==> src/rtl/regfile_mp_sb_if.sv <==
// Decode/issue and writeback signal bundle for the multi-port register file.
// master = pipeline side driving addresses/writes/alloc; slave = the register file.
interface regfile_mp_sb_if #(
    parameter int XLEN   = 32,
    parameter int NREGS  = 32,
    parameter int NUM_RD = 2,
    parameter int NUM_WR = 1
);
    localparam int AW = $clog2(NREGS);

    logic [NUM_RD*AW-1:0]   rd_addr;
    logic [NUM_RD*XLEN-1:0] rd_data;
    logic [NUM_RD-1:0]      rd_busy;
    logic [NUM_WR-1:0]      wr_en;
    logic [NUM_WR*AW-1:0]   wr_addr;
    logic [NUM_WR*XLEN-1:0] wr_data;
    logic                   alloc_en;
    logic [AW-1:0]          alloc_addr;
    logic                   alloc_ok;
    logic                   flush;

    modport master (
        output rd_addr, wr_en, wr_addr, wr_data, alloc_en, alloc_addr, flush,
        input  rd_data, rd_busy, alloc_ok
    );

    modport slave (
        input  rd_addr, wr_en, wr_addr, wr_data, alloc_en, alloc_addr, flush,
        output rd_data, rd_busy, alloc_ok
    );
endinterface

==> src/rtl/regfile_mp_sb.sv <==
// Multi-port register file with write bypass and per-register pending scoreboard.
// Reads are combinational (zero latency), writes/alloc commit on the rising edge; no backpressure.
module regfile_mp_sb #(
    parameter int XLEN     = 32,
    parameter int NREGS    = 32,
    parameter int NUM_RD   = 2,
    parameter int NUM_WR   = 1,
    parameter int ZERO_REG = 1,
    parameter int BYPASS   = 1
) (
    input  logic             clk,
    input  logic             rst,
    regfile_mp_sb_if.slave   rf
);
    localparam int AW = $clog2(NREGS);
    localparam bit ZR = (ZERO_REG != 0);
    localparam bit BP = (BYPASS != 0);

    logic [XLEN-1:0]  mem [NREGS];
    logic [NREGS-1:0] pend;
    logic [NREGS-1:0] pend_nxt;
    logic [NREGS-1:0] wr_hit;

    logic [AW-1:0]   ra [NUM_RD];
    logic [AW-1:0]   wa [NUM_WR];
    logic [XLEN-1:0] wd [NUM_WR];
    logic [NUM_WR-1:0] we;

    logic [NUM_RD*XLEN-1:0] rd_data_c;
    logic [NUM_RD-1:0]      rd_busy_c;
    logic                   alloc_ok_c;
    logic                   alloc_hit;

    for (genvar i = 0; i < NUM_RD; i++) begin : g_rd
        assign ra[i] = rf.rd_addr[i*AW +: AW];
    end

    // Writes to x0 are dropped up front so every consumer sees the same qualified enable.
    for (genvar j = 0; j < NUM_WR; j++) begin : g_wr
        assign wa[j] = rf.wr_addr[j*AW +: AW];
        assign wd[j] = rf.wr_data[j*XLEN +: XLEN];
        assign we[j] = rf.wr_en[j] && !(ZR && (wa[j] == '0));
    end

    always_comb begin
        wr_hit = '0;
        for (int j = 0; j < NUM_WR; j++) begin
            if (we[j]) wr_hit[wa[j]] = 1'b1;
        end
    end

    always_comb begin : p_read
        logic [XLEN-1:0] d;
        logic            b;
        rd_data_c = '0;
        rd_busy_c = '0;
        d = '0;
        b = 1'b0;
        for (int i = 0; i < NUM_RD; i++) begin
            d = mem[ra[i]];
            if (BP) begin
                // Ascending scan so the highest-index matching port wins, same as the array write.
                for (int j = 0; j < NUM_WR; j++) begin
                    if (we[j] && (wa[j] == ra[i])) d = wd[j];
                end
            end
            b = pend[ra[i]];
            if (BP) b = b && !wr_hit[ra[i]] && !rf.flush;
            if (ZR && (ra[i] == '0)) begin
                d = '0;
                b = 1'b0;
            end
            rd_data_c[i*XLEN +: XLEN] = d;
            rd_busy_c[i]              = b;
        end
    end

    assign alloc_hit = rf.alloc_en && !(ZR && (rf.alloc_addr == '0));

    // Priority low to high: writeback clear, flush, new producer.
    always_comb begin
        pend_nxt = pend & ~wr_hit;
        if (rf.flush) pend_nxt = '0;
        if (alloc_hit) pend_nxt[rf.alloc_addr] = 1'b1;
    end

    always_comb begin
        alloc_ok_c = !pend[rf.alloc_addr] || wr_hit[rf.alloc_addr] || rf.flush;
        if (ZR && (rf.alloc_addr == '0)) alloc_ok_c = 1'b1;
    end

    always_ff @(posedge clk) begin
        if (rst) begin
            for (int r = 0; r < NREGS; r++) mem[r] <= '0;
        end else begin
            for (int j = 0; j < NUM_WR; j++) begin
                if (we[j]) mem[wa[j]] <= wd[j];
            end
        end
    end

    always_ff @(posedge clk) begin
        if (rst) pend <= '0;
        else     pend <= pend_nxt;
    end

    assign rf.rd_data  = rd_data_c;
    assign rf.rd_busy  = rd_busy_c;
    assign rf.alloc_ok = alloc_ok_c;

    always @(posedge clk) begin
        assert (NUM_RD >= 1);
        assert (NUM_WR >= 1);
        assert ((NREGS >= 2) && ((NREGS & (NREGS - 1)) == 0));
        for (int j = 0; j < NUM_WR; j++) begin
            if (rf.wr_en[j] === 1'b1) assert (!$isunknown(wa[j]));
        end
    end
endmodule

==> src/flat_wrapper.sv <==
// flat-port wrapper written by rule: the top's interface ports become plain ports
module regfile_mp_sb_flat 
#(
    parameter int XLEN     = 32,
    parameter int NREGS    = 32,
    parameter int NUM_RD   = 2,
    parameter int NUM_WR   = 1,
    parameter int ZERO_REG = 1,
    parameter int BYPASS   = 1
)
  (clk, rst, rf_rd_addr, rf_wr_en, rf_wr_addr, rf_wr_data, rf_alloc_en, rf_alloc_addr, rf_flush, rf_rd_data, rf_rd_busy, rf_alloc_ok);
  regfile_mp_sb_if #(.XLEN(XLEN), .NREGS(NREGS), .NUM_RD(NUM_RD), .NUM_WR(NUM_WR)) rf_i ();
  input  logic clk;
  input  logic rst;
  input wire logic [$bits(rf_i.rd_addr)-1:0] rf_rd_addr;
  input wire logic [$bits(rf_i.wr_en)-1:0] rf_wr_en;
  input wire logic [$bits(rf_i.wr_addr)-1:0] rf_wr_addr;
  input wire logic [$bits(rf_i.wr_data)-1:0] rf_wr_data;
  input wire logic [$bits(rf_i.alloc_en)-1:0] rf_alloc_en;
  input wire logic [$bits(rf_i.alloc_addr)-1:0] rf_alloc_addr;
  input wire logic [$bits(rf_i.flush)-1:0] rf_flush;
  output wire logic [$bits(rf_i.rd_data)-1:0] rf_rd_data;
  output wire logic [$bits(rf_i.rd_busy)-1:0] rf_rd_busy;
  output wire logic [$bits(rf_i.alloc_ok)-1:0] rf_alloc_ok;
  assign rf_i.rd_addr = rf_rd_addr;
  assign rf_i.wr_en = rf_wr_en;
  assign rf_i.wr_addr = rf_wr_addr;
  assign rf_i.wr_data = rf_wr_data;
  assign rf_i.alloc_en = rf_alloc_en;
  assign rf_i.alloc_addr = rf_alloc_addr;
  assign rf_i.flush = rf_flush;
  assign rf_rd_data = rf_i.rd_data;
  assign rf_rd_busy = rf_i.rd_busy;
  assign rf_alloc_ok = rf_i.alloc_ok;
  regfile_mp_sb #(.XLEN(XLEN), .NREGS(NREGS), .NUM_RD(NUM_RD), .NUM_WR(NUM_WR), .ZERO_REG(ZERO_REG), .BYPASS(BYPASS)) u_core (.clk(clk), .rst(rst), .rf(rf_i));
endmodule
==> config.mk <==
export PLATFORM = sky130hd
export DESIGN_NAME = regfile_mp_sb_flat
export DESIGN_NICKNAME = d
export VERILOG_FILES = /design/src/rtl/regfile_mp_sb_if.sv /design/src/rtl/regfile_mp_sb.sv /design/src/flat_wrapper.sv
export SDC_FILE = /design/constraint.sdc
export NUM_CORES = 2
export LEC_CHECK = 0
export CORE_ASPECT_RATIO = 1.5
export CORE_MARGIN = 4
export CORE_UTILIZATION = 57
export CTS_CLUSTER_SIZE = 10
export DETAILED_ROUTE_END_ITERATION = 8
export PLACE_DENSITY = 0.77
export RECOVER_POWER = 100
export SLEW_MARGIN = 0
export SYNTH_ARGS = -nofsm -noshare
export SYNTH_HDL_FRONTEND = slang
export SYNTH_SLANG_ARGS = --single-unit
export TNS_END_PERCENT = 100
==> constraint.sdc <==
create_clock -name clk -period 3.45 [get_ports clk]
set_clock_uncertainty 0.2 [all_clocks]
set_input_delay 0.69 -clock clk [delete_from_list [all_inputs] [get_ports clk]]
set_output_delay 0.69 -clock clk [all_outputs]
set_load 0.01 [all_outputs]
# Word level (Yosys, flattened, before mapping)
# Memories as Yosys holds them, arrays and structs flattened.
# Cells that the tools add are included.
[totals]
register_bits = 32
mem_bits_rw = 1024
input_bits = 57
output_inout_bits = 67
elab_cells = 70
memories = 1
[op_classes]
order_cmp = 6
n_eq_ne = 2
n_mux = 34
n_bitwise = 3
reduce_logical = 23
[memory_table]
columns = ["memory", "depth", "word_bits", "read_ports", "rd_ports_with_merged_regs", "write_ports", "line", "rtl"]
rows = [
  ["u_core.mem", 32, 32, 2, 0, 32, "regfile_mp_sb.sv:19", "logic [XLEN-1:0] mem [NREGS];"],
]
[op_table]
columns = ["cell", "n"]
rows = [
  ["32-bit 2-to-1 mux", 8],
  ["32-bit bitwise AND", 1],
  ["32-bit inverter", 1],
  ["32-bit bitwise OR", 1],
  ["32-bit OR reduction", 1],
  ["1-bit binary-select mux with 5-bit select", 6],
  ["5-bit by 6-bit < comparator with 1-bit output (second input constant)", 4],
  ["5-bit zero test", 4],
  ["1-bit 2-to-1 mux", 17],
  ["1-bit demux with 5-bit select", 2],
  ["5-bit == test", 2],
  ["5-bit by 1-bit >= comparator with 1-bit output (second input constant)", 2],
  ["1-bit logical AND", 10],
  ["1-bit zero test", 6],
  ["5-bit 2-to-1 mux", 1],
  ["1-bit logical OR", 2],
]

# Depth between registers and ports, before layout
[logic_depth]
ltp_word = 11
ltp_mapped = 11
mapped_depth_nobuf = 6

# Least setup slack after synthesis
# No wires, ideal clock.
[synth_path]
path_type = "input to register"
from = "input rf_wr_addr[2]"
to = "memory u_core.mem[25][0] (enable)"
setup_ps = 428
arrival_ps = 3058
required_time_ps = 2822
setup_slack_ps = -236
cell_stages = 6
path_buffers = 3
cell_sequence = "buf_2 -> buf_1 -> nor2b_1 -> nand2_1 -> clkbuf_1 -> o21bai_1"
[synth_lines]
columns = ["element", "line", "rtl"]
rows = [
  ["start: declaration", "flat_wrapper.sv:17", "input wire logic [$bits(rf_i.wr_addr)-1:0] rf_wr_addr;"],
  ["end: declaration", "regfile_mp_sb.sv:19", ""],
]

# Worst setup path after layout
[layout_path]
from = "input rf_rd_addr[0]"
to = "output rf_rd_data[6]"
[layout_between]
elab_chain_len = 4
elab_cells_between_ends = 6
cone_classes = "eq/ne (1); mux (2); reduce/logical (2); memory (1)"
[layout_lines]
columns = ["element", "line", "rtl"]
rows = [
  ["start: declaration", "flat_wrapper.sv:15", "input wire logic [$bits(rf_i.rd_addr)-1:0] rf_rd_addr;"],
  ["parallel branches: the longest is 3 deep, another holds memory read 32 x 32 bit", "n/a", ""],
  ["32-bit 2-to-1 mux (*)", "regfile_mp_sb.sv:69", "if (ZR && (ra[i] == '0)) begin"],
  ["end: declaration", "flat_wrapper.sv:22", "output wire logic [$bits(rf_i.rd_data)-1:0] rf_rd_data;"],
]
# Mark *: on every way between the ends.

==> metrics <==
failing checks capacitance limit, slew limit, setup timing; deepest clock path buffer count 3; Post-Syn Area per Cell 15.2 sq um; initial antenna violation count 17; Worst Path Required 2560 ps; setup ws final -502 ps; GRT overflow 0; Final Setup Violations 270; wire per inst 39.5 um; Synth area leaders edfxtp_1 (54%), mux4_2 (22%), and2_1 (11%); number of flops mapped to enable cells by yosys 1024; CTS Buf Count 116; worst reg2reg path endpoint u_core.pend[12]; H-tree Lvls 3; Max Clk Rate 0.253 GHz; Seq cells post-synth 1056; Worst EP arrival 3060 ps; core area 0.0988 sq mm; HP Class flop to flop; Starting Density 57.7%; DIE HEIGHT 395 um; clk slew on worst S/H paths 50 ps; final worst-path cycle share 115%; Design Area, Final 0.0707 sq mm; post-synth top area cell edfxtp_1; Startpoint Class primary input; Sink Count 1056; pre-CTS setup slack -1210 ps; first-pass GRT wire length 311000 um; RSZ-0062 raised after global routing true; number of synthesis warnings 0; Min-Delay Endpoint u_core.pend[19]; Fillers 5932; critical path endpoint category output port; Post-synth top flop edfxtp_1; sequential area share after synthesis 55.1%; critical path class primary input to output port; min cycle time layout 3950 ps; Final Hold Fails 0; Post-DP Area 0.0650 sq mm; Slew headroom -6.97%; Via-to-Cell Ratio 7.49; asr flop ratio synth 0%; total track usage 42.1%; Slew @ Worst Pin 1600 ps; status finished, violations left; reg-to-reg startpoint u_core.pend[12]; CTS tree done; share of the synthesized area in the top cell type 54.0%; Nets 4402; crit path max-delay cell type mux4_2; Synth-to-Final Area Change 24.2%; Non-Filler Instances 5670; crit-path max FO 8; largest net degree at the start of global routing 37; root buffer cell clkbuf_16; Pre-antenna DRT Iters 6; total number of vias 42476; Slew Viols, Final 86; crit-path cells buf_16, buf_16, buf_12, buf_12, mux4_2, mux4_2, nor2b_2, a221o_1, buf_6; Die ar. 0.105 sq mm; Synth Instances 3737; Max-cap violations 4; power per cell area 449 mW/mm^2; Clk Latency, worst-skew pair 730 ps; peak supply drop 0.412 mV; worst stage delay on the critical path 590 ps; Static Leakage 24.7 nW; R2R setup slack 2340 ps; DRC 0; Detailed Place HPWL 133000 um; hold path depth 2; Crit path max-delay family multiplexers; Final Util 71.6%; vias in the first global route 43474; Post-Syn Area 0.0570 sq mm; share of cells above drive strength 1 39.2%; Starting DRT DRC Count 7277; Worst Reg-to-Reg Cells 4; Cells after DPL 5335; synth unique cells 58; detailed-route wire length 224000 um; Cell Rows 141; Routed Antenna Nets 0; buffers and inverters on the worst path 5; post-route setup TNS -28150 ps; Die W 266 um; Routability Congestion 0.950; port bufs 123; Hold Crit Start u_core.pend[19]; I/O Pins 124
[report_power, final]
| group | leakage (nW) | switching [mW] | internal (mW) |
|---|---|---|---|
| clock network | 1.51 | 4.96 | 6.03 |
| logic | 13.2 | 2.93 | 2.62 |
| registers | 10.0 | 0.406 | 14.8 |
[cell usage in the layout (no fill, tap or decap), types with 13 or more instances in the layout]
master / synthesis / routed
a211oi_1: 76 / 19
a211oi_2: 2 / 36
a211oi_4: 0 / 23
a221o_1: 31 / 30
a32o_1: 44 / 38
and2_0: 0 / 377
and2_1: 1003 / 626
buf_12: 0 / 121
buf_16: 0 / 32
buf_2: 71 / 54
buf_4: 5 / 374
buf_6: 9 / 87
buf_8: 0 / 22
clkbuf_1: 293 / 63
clkbuf_16: 0 / 118
clkbuf_2: 0 / 52
clkbuf_4: 0 / 30
clkdlybuf4s50_1: 0 / 35
conb_1: 1 / 32
dfxtp_1: 32 / 32
diode_2: 0 / 16
edfxtp_1: 1024 / 1024
mux2i_1: 99 / 66
mux2i_2: 0 / 17
mux2i_4: 0 / 16
mux4_2: 566 / 566
nand2_1: 82 / 67
nand2_2: 0 / 14
nand2b_1: 23 / 14
nand3_1: 29 / 26
nor2_1: 53 / 39
nor2b_1: 47 / 34
o22ai_1: 70 / 25
o22ai_2: 0 / 32
o22ai_4: 0 / 13
[area by class of cell]
| class | count | area [sq um] | share of cell area [%] |
|---|---|---|---|
| timing repair buffer | 866 | 8910 | 12.6 |
| inverter | 9 | 38.8 | 0.0548 |
| clock buffer | 130 | 2960 | 4.18 |
| antenna | 16 | 40.0 | 0.0566 |
| clock inverter | 10 | 151 | 0.214 |
| multi-input combinational | 2296 | 25600 | 36.3 |
| tap | 1287 | 1610 | 2.28 |
| sequential | 1056 | 31400 | 44.4 |
[metrics by stage]
step | hold WS, ps | total power, mW
after floorplan | 244 | 17.7
after global placement | 270 | 20.1
after detailed placement | 279 | 20.2
after CTS | 116 | 31.4
after global routing | 321 | 32.3
final | 291 | 31.7
[worst register-to-register path, delay by kind of cell (launching register included)]
| family | cells | cell delay [ps] |
|---|---|---|
| AO/OA/AOI/OAI | 2 | 220 |
| buffers and inverters | 2 | 260 |
| flip-flops | 1 | 350 |
[cells by family (layout without fill, tap and decap cells)]
kind of cell	after synthesis	in the layout	share of synthesized area, %
muxes	667	667	24.2
DFF	1056	1056	55.1
and+or+nand+nor	1277	1277	13.4
other	1	48	0.00658
xor gates and xnor gates	12	12	0.185
buffers and inverters	417	1015	3.06
AOI/OAI and AO/OA	307	308	4.11
[cells in the mapped netlist (all sizes together), types with 2 or more instances]
master / number
nand4: 3
nor3: 13
a21o: 2
clkbuf: 293
or2: 6
a221o: 31
nand2b: 23
a211oi: 78
and3: 4
a32o: 44
o2111ai: 2
nor2: 53
mux2i: 99
a31oi: 5
dfxtp: 32
o211ai: 12
o22ai: 70
nand3: 29
inv: 8
nor4: 2
nand2: 82
mux4: 566
xnor2: 11
nor2b: 47
edfxtp: 1024
and2: 1003
nand3b: 2
o41ai: 2
o21ai: 14
buf: 115
a32oi: 3
mux2: 2
a21oi: 21
nor3b: 4
o31ai: 4
o21bai: 11
a311oi: 2
[worst max-delay path by stage]
stage                   endpoint           from  cells past startpoint
2_1_floorplan  u_core.mem[25][0]  rf_wr_addr[2]                      6
3_3_place_gp      rf_rd_data[54]  rf_rd_addr[8]                      8
3_5_place_dp      rf_rd_data[54]  rf_rd_addr[8]                      8
4_1_cts           rf_rd_data[54]  rf_rd_addr[6]                     10
5_1_grt           rf_rd_data[22]  rf_wr_addr[1]                     10
6_report           rf_rd_data[6]  rf_rd_addr[0]                      9
[metal layers]
layer | global-route usage, % | up-vias | wire length [um]
met5 | 0 | - | 120
met4 | 36.1 | 12 | 25500
met3 | 14.1 | 1537 | 33700
met2 | 64.4 | 4505 | 101000
met1 | 47.5 | 20731 | 63900
li1 | - | 15691 | -
[flip-flops by register name, indices dropped and copies added, names as in the netlist]
| signal | count |
|---|---|
| u_core.mem | 1024 |
| u_core.pend | 32 |
[timing repair]
action	CTS	global route
endpoints found under the setup margin	67	67
gates cloned	26	2
setup buffers	135	67
pin swaps	95	89
resized for setup	668	168
hold buffers	0	0
Note: power is estimated with default switching activity, not from simulation.
